[src/rtl/text_ram_writer.sv]
`default_nettype none
// ============================================================================
// Module      : text_ram_writer
// Description : Write-port controller for the character text RAM. Accepts
//               ASCII bytes over valid/ready, tracks a wrapping cursor,
//               turns glyph bytes into single RAM writes, interprets
//               CR/LF/BS/FF, and runs a clear-screen fill with spaces.
// Revision    : 1.0 - initial release
// ============================================================================
module text_ram_writer #(
    parameter int COLS       = 80,
    parameter int ROWS       = 30,
    parameter int ADDR_WIDTH = 12,
    parameter int DATA_WIDTH = 8
) (
    input  logic                  clk,
    input  logic                  rst,
    input  logic [7:0]            char_in,
    input  logic                  char_valid,
    output logic                  char_ready,
    input  logic                  clear_req,
    output logic [ADDR_WIDTH-1:0] waddr,
    output logic [DATA_WIDTH-1:0] wdata,
    output logic                  write_en,
    output logic [6:0]            cursor_col,
    output logic [4:0]            cursor_row,
    output logic                  busy
);

    localparam int                  TOTAL     = COLS * ROWS;
    localparam logic [6:0]          LAST_COL  = 7'(COLS - 1);
    localparam logic [4:0]          LAST_ROW  = 5'(ROWS - 1);
    localparam logic [ADDR_WIDTH-1:0] COLS_A  = ADDR_WIDTH'(COLS);
    // Counter is one bit wider so it can reach TOTAL as the exit marker
    localparam logic [ADDR_WIDTH:0] CLR_TOTAL = (ADDR_WIDTH + 1)'(TOTAL);
    localparam logic [DATA_WIDTH-1:0] SPACE   = DATA_WIDTH'(8'h20);

    localparam logic [7:0] CH_BS = 8'h08;
    localparam logic [7:0] CH_LF = 8'h0A;
    localparam logic [7:0] CH_FF = 8'h0C;
    localparam logic [7:0] CH_CR = 8'h0D;
    localparam logic [7:0] CH_DEL = 8'h7F;

    typedef enum logic [0:0] {
        IDLE  = 1'b0,
        CLEAR = 1'b1
    } state_t;

    state_t                state;
    logic [ADDR_WIDTH-1:0] row_base;
    logic [ADDR_WIDTH:0]   clr_cnt;

    logic                  accept;
    logic                  is_glyph;
    logic                  row_wrap;
    logic [4:0]            row_next;
    logic [ADDR_WIDTH-1:0] row_base_next;
    logic [ADDR_WIDTH-1:0] cur_addr;

    // A pending clear takes priority over a waiting character
    assign char_ready    = (state == IDLE) && !clear_req;
    assign accept        = char_valid && char_ready;
    // 0x20..0x7E and 0x80..0xFF are drawn; DEL and C0 codes are not
    assign is_glyph      = (char_in >= 8'h20) && (char_in != CH_DEL);
    assign row_wrap      = (cursor_row == LAST_ROW);
    assign row_next      = row_wrap ? 5'd0 : cursor_row + 5'd1;
    assign row_base_next = row_wrap ? '0 : row_base + COLS_A;
    assign cur_addr      = row_base + ADDR_WIDTH'(cursor_col);

    // Controller FSM: cursor tracking, glyph writes and clear-screen fill
    always_ff @(posedge clk or posedge rst) begin
        if (rst) begin
            state      <= IDLE;
            waddr      <= '0;
            wdata      <= '0;
            write_en   <= 1'b0;
            busy       <= 1'b0;
            cursor_col <= 7'd0;
            cursor_row <= 5'd0;
            row_base   <= '0;
            clr_cnt    <= '0;
        end else begin
            write_en <= 1'b0;
            case (state)
                IDLE: begin
                    if (clear_req || (accept && char_in == CH_FF)) begin
                        // First fill write goes out with busy, so busy and
                        // the write strobes cover exactly the same cycles
                        state    <= CLEAR;
                        busy     <= 1'b1;
                        write_en <= 1'b1;
                        waddr    <= '0;
                        wdata    <= SPACE;
                        clr_cnt  <= (ADDR_WIDTH + 1)'(1);
                    end else if (accept) begin
                        if (is_glyph) begin
                            write_en <= 1'b1;
                            wdata    <= DATA_WIDTH'(char_in);
                            waddr    <= cur_addr;
                            if (cursor_col == LAST_COL) begin
                                cursor_col <= 7'd0;
                                cursor_row <= row_next;
                                row_base   <= row_base_next;
                            end else begin
                                cursor_col <= cursor_col + 7'd1;
                            end
                        end else if (char_in == CH_CR) begin
                            cursor_col <= 7'd0;
                        end else if (char_in == CH_LF) begin
                            cursor_col <= 7'd0;
                            cursor_row <= row_next;
                            row_base   <= row_base_next;
                        end else if (char_in == CH_BS) begin
                            if (cursor_col != 7'd0) begin
                                cursor_col <= cursor_col - 7'd1;
                            end
                        end
                    end
                end
                CLEAR: begin
                    if (clr_cnt == CLR_TOTAL) begin
                        state      <= IDLE;
                        busy       <= 1'b0;
                        cursor_col <= 7'd0;
                        cursor_row <= 5'd0;
                        row_base   <= '0;
                    end else begin
                        write_en <= 1'b1;
                        waddr    <= clr_cnt[ADDR_WIDTH-1:0];
                        wdata    <= SPACE;
                        clr_cnt  <= clr_cnt + (ADDR_WIDTH + 1)'(1);
                    end
                end
                default: state <= IDLE;
            endcase
        end
    end

endmodule
`default_nettype wire

[config.mk]
export PLATFORM = sky130hd
export DESIGN_NAME = text_ram_writer
export DESIGN_NICKNAME = d
export VERILOG_FILES = /design/src/rtl/text_ram_writer.sv
export SDC_FILE = /design/constraint.sdc
export NUM_CORES = 1
export LEC_CHECK = 0
export BUFFER_PORTS_ARGS = -buffer_cell sky130_fd_sc_hd__buf_2
export CAP_MARGIN = 25
export CELL_PAD_IN_SITES_DETAIL_PLACEMENT = 1
export CELL_PAD_IN_SITES_GLOBAL_PLACEMENT = 1
export CORE_MARGIN = 3
export CORE_UTILIZATION = 44
export DETAILED_ROUTE_END_ITERATION = 10
export GPL_ROUTABILITY_DRIVEN = 1
export GPL_TIMING_DRIVEN = 0
export PLACE_DENSITY_LB_ADDON = 0.15
export SLEW_MARGIN = 25
export SYNTH_ARGS = -nofsm -noshare
export SYNTH_HDL_FRONTEND = slang
export SYNTH_SLANG_ARGS = --single-unit
[constraint.sdc]
create_clock -name clk -period 3 [get_ports clk]
set_input_delay 0.15 -clock clk [delete_from_list [all_inputs] [get_ports clk]]
set_output_delay 0.15 -clock clk [all_outputs]
set_load 0.05 [all_outputs]
-- After elaboration in Yosys (flattened, before gate mapping)
Cells that the tools add are included.
- word-level logic and storage cells: 100
- bits in registers: 60
- input bits: 12
- output and inout bits: 35
- mux-type cells: 51
- bitwise gates (word level): 1
- add/subtract/negate cells: 6
- reductions and logical operators: 12
- order comparisons: 1
- equal/unequal tests: 20
- operator list (kind ; number):
    2-to-1 mux 12 bit ; 12
    2-to-1 mux 7 bit ; 9
    one-hot mux 12 bit (2 select lines) ; 2
    2-to-1 mux 5 bit ; 8
    equality test 8 x 4 -> 1 bit (second input constant) ; 4
    2-to-1 mux 8 bit ; 4
    2-to-1 mux 13 bit ; 2
    one-hot mux 13 bit (2 select lines) ; 1
    one-hot mux 8 bit (2 select lines) ; 1
    one-hot mux 7 bit (2 select lines) ; 1
    adder 13 x 1 -> 13 bit (second input constant) ; 1
    equality test 13 x 12 -> 1 bit (second input constant) ; 1
    adder 12 x 7 -> 12 bit ; 1
    adder 12 x 7 -> 12 bit (second input constant) ; 1
    inequality test 3 x 2 -> 1 bit (second input constant) ; 4
    inequality test 5 x 2 -> 1 bit (second input constant) ; 2
    one-hot mux 5 bit (2 select lines) ; 1
    greater-or-equal comparator 8 x 6 -> 1 bit (second input constant) ; 1
    inequality test 8 x 7 -> 1 bit (second input constant) ; 1
    adder 7 x 1 -> 7 bit (second input constant) ; 1
    equality test 7 bit (second input constant) ; 1
    2-to-1 mux 1 bit ; 7
    nonzero test 7 bit ; 1
    subtractor 7 x 1 -> 7 bit (second input constant) ; 1
    other kinds (14) ; 23

-- Longest topological paths before layout
- depth after elaboration: 9
- depth in mapped cells: 11
- gate-level depth less buffers: 10

-- Least setup slack after synthesis
No wires, ideal clock.
- kind: flip-flop to flip-flop
- start point: register cursor_col[0]
- end point: register cursor_col[4]
- slack: 0.571 ns
- cell stages (with the launch flop): 10
- arrival time: 2.272 ns
- setup time: 0.158 ns
- buffers on the path: 1
- data required time: 2.842 ns
- cells stage by stage: dfrtp_1 inv_1 ha_1 or3b_4 or3_1 o211ai_2 a21boi_2 buf_6 a21oi_1 a31oi_1
- cells in the longest elaborated chain, start to end: 9
- elaborated cells on any way between the ends: 15
- ends and longest elaborated chain (item ; line ; source):
    from (decl) ; 25 ; output logic [6:0] cursor_col,
    from (signal assigned) ; 105 ; cursor_col <= cursor_col + 7'd1;
    from (signal assigned) ; 115 ; cursor_col <= cursor_col - 7'd1;
    subtractor 7 x 1 -> 7 bit ; 115 ;
    2-to-1 mux 7 bit ; 114 ; if (cursor_col != 7'd0) begin
    2-to-1 mux 7 bit ; 113 ; end else if (char_in == CH_BS) begin
    2-to-1 mux 7 bit ; 109 ; end else if (char_in == CH_LF) begin
    2-to-1 mux 7 bit ; 107 ; end else if (char_in == CH_CR) begin
    2-to-1 mux 7 bit ; 96 ; if (is_glyph) begin
    2-to-1 mux 7 bit ; 95 ; end else if (accept) begin
    2-to-1 mux 7 bit ; 86 ; if (clear_req || (accept && char_in == CH_FF)) begin
    one-hot mux 7 bit (2 select lines) ; 84 ; case (state)
Parallel ways exist; a longest one is shown, timed or not. The select of a mux whose other input is x is not followed.
A chain may end at the register's enable or synchronous reset.

-- Worst setup path after layout
Same ends and word-level chain as after synthesis.

==> results.ini <==
[run_status]
outcome=finished clean

[sta]
fin_crit_ps=2460
finalSetupTns_ps=0
clock.fmax_ghz=0.406
finalCritPeriodShare_pct=82.0
worst_pin_slew_ps=628
hold_viol_final=0
drv_slew=0
rsz0062_at_grt=no
fin_skew_ps=12.4
slew_headroom_pct=57.8
setup-violations-final=0

[synth]
synth.distinct_cells=65
ys_ff_latch=56
synth-seq-area-share_pct=44.0
synth_enable_flop_cells=0
syn_inst=333
async_flop_share_pct=100
ys.flop_type=dfrtp_1
syn-num-nets=355
syn_area_per_cell_um2=9.57
ys_warn_count=0
syn-cell-area_um2=3190

[layout]
drive_above_1_share_pct=22.6
fill_cells=851
area_growth_pct=15.6
mostFrequentLayoutCell=dfrtp_1
fin_nets=410
insertedDiodeCount=0
final_cell_mix=56 x dfrtp_1, 53 x buf_2, 47 x nor2_1, 24 x nand2_1, 17 x nand3_1

[pwr]
powerDensity_nw_per_um2=567
power.total_w=0.00209
leakage_nw=1.76
ir_worst_vdd_mv=0.197

[route]
dr.pass1.iters=4
wirelength_um=8880
first_iter_violations=115
post_drt_wl_per_cell_um=18.3
vias_per_cell=5.84
dr_total_vias=2831
drcViolationCount=0
ant_nets=0

[global_route]
grt_pass1_wl_um=14900
grt-ovfl-total=0
grt_max_degree=37
grt_util_all_layers_pct=22.0
antenna_found_initial=0
grt_pass1_vias=2957

[clocking]
clockRootBuffer=clkbuf_8
clkLatencyLatePin_ps=320
clkSinkCount=56
postCtsSetupBuffers=0
tritoncts=yes
cts_buffer_depth=2
clk_pin_slew_ps=120
htreeDepth=2
numCtsBuffers=5

[placed_design]
place.gp.congestion=0.834
port_buffers=46
place_hpwl_um=6560

[critical_path]
path_cells=inv_1 > ha_1 > or3b_4 > or3_1 > o211ai_2 > a21boi_2 > buf_6 > a21oi_1 > a31oi_1
start_kind=flip-flop
cp_top_family=simple AND/OR/NAND/NOR gates
worst_ep_required_time_ps=3190
crit_path_end_kind=flip-flop
critPathKind=flip-flop to flip-flop
cp_slowest_cell=dfrtp_1
path_buf_inv=2
crit_fanout=10
max_stage_delay_ps=500
worstPathArrival_ps=2650

[floorplan]
initial_core_util_pct=46.1
rows=30
core_area_um2=6910
io_pins=47
dieArea_um2=8300
fp.dieH_um=91.1
die_x_um=91.1

[flow_run]
cap_viol_max_count=0

[hold_path]
hold_class=input port to flip-flop

per-stage QoR:
stage | hold WS, ps | utilization [%] | instance area (um^2) | setup WS, ps | instances
floorplan | 290 | - | 3190 | 571 | 333
global placement | 421 | 51.2 | 3540 | 611 | 475
detailed placement | 126 | 51.5 | 3560 | 531 | 476
CTS | 99.0 | 53.3 | 3680 | 515 | 485
global route | 92.2 | 53.3 | 3680 | 381 | 485
finish | 97.6 | 53.3 | 3680 | 540 | 485
metal layers:
metal	vias to the layer above	wire, um	track usage [%]
li1	1335	-	-
met1	1444	4020	29.6
met2	45	4540	38.0
met3	7	257	2.82
met4	0	63	4.77
met5	-	0	0
area by class of cell:
class                   count  area [um^2]  area share, %
multi-input cells         250         1650           44.8
clock inverters             3         46.3           1.26
flip-flops and latches     56         1400           38.0
plain buffers              16         91.3           2.48
clock buffers               5         68.8           1.87
inverters                  11         43.8           1.19
repair buffers             48          260           7.07
well taps                  96          120           3.26
kinds of logic (layout without fill, tap and decap cells):
| group | after synthesis | count (layout) | share of synthesized area, % |
|---|---|---|---|
| muxes | 2 | 2 | 0.628 |
| AOI/OAI and AO/OA | 88 | 88 | 21.0 |
| DFF | 56 | 56 | 44.0 |
| adders and majority gates | 10 | 10 | 3.93 |
| buffers and inverters | 27 | 83 | 4.16 |
| xor gates and xnor gates | 13 | 13 | 3.57 |
| and+or+nand+nor | 137 | 137 | 22.7 |
flip-flops by register name, indices dropped and copies added (netlist names):
| name | flops |
|---|---|
| write_en | 1 |
| state | 1 |
| cursor_col | 7 |
| waddr | 12 |
| cursor_row | 5 |
| wdata | 8 |
| row_base | 8 |
| clr_cnt | 13 |
| busy | 1 |
what timing repair did:
action,CTS,global route
hold buffers,1,0
gates resized for setup,0,0
setup endpoints to repair,0,0
endpoints found under the hold margin,20,0
synth_stat cells (2+ instances only):
master,instances,area (um^2)
dfrtp_1,56,1400
o22ai_1,3,18.8
and3_1,7,43.8
buf_6,3,33.8
a221oi_1,11,96.3
nand2_1,24,90.1
nor4_1,3,18.8
nor4_2,2,25.0
buf_2,7,35.0
o21ai_0,3,15.0
nand3_1,17,85.1
inv_1,9,33.8
o22a_1,2,17.5
and3b_1,2,17.5
nor2_1,47,176
xnor2_1,5,43.8
a21o_1,3,22.5
nor3_1,8,40.0
xor2_1,8,70.1
or3_1,2,12.5
mux2i_1,2,20.0
a22o_1,13,114
o41ai_1,3,26.3
and2_1,2,12.5
clkbuf_1,5,18.8
ha_1,10,125
inv_2,2,7.51
a31oi_1,5,31.3
o31ai_1,5,37.5
o21ai_1,10,50.1
a21oi_1,14,70.1
nand2b_1,3,18.8
nand4_1,5,31.3
worst paths after layout:
| check | start | to | slack (ps) | cells past startpoint |
|---|---|---|---|---|
| worst max register to register | cursor_col[0] | cursor_col[4] | 540 | 9 |
| worst max-delay path | cursor_col[0] | cursor_col[4] | 540 | 9 |
| worst min-delay path | char_in[0] | wdata[0] | 100 | 2 |
| max in group asynchronous | rst | row_base[4] | 2180 | 4 |
| worst min register to register | busy | busy | 500 | 1 |
| min in group asynchronous | rst | waddr[0] | 310 | 3 |
report_power, final:
part	switching [W]	internal (W)	total, W	leakage [nW]
clock network	0.000276	0.000252	0.000529	0.0548
registers	0.000114	0.000859	0.000972	0.718
logic	0.000405	0.000184	0.000589	0.985
Power figures use the tool's default switching activity.
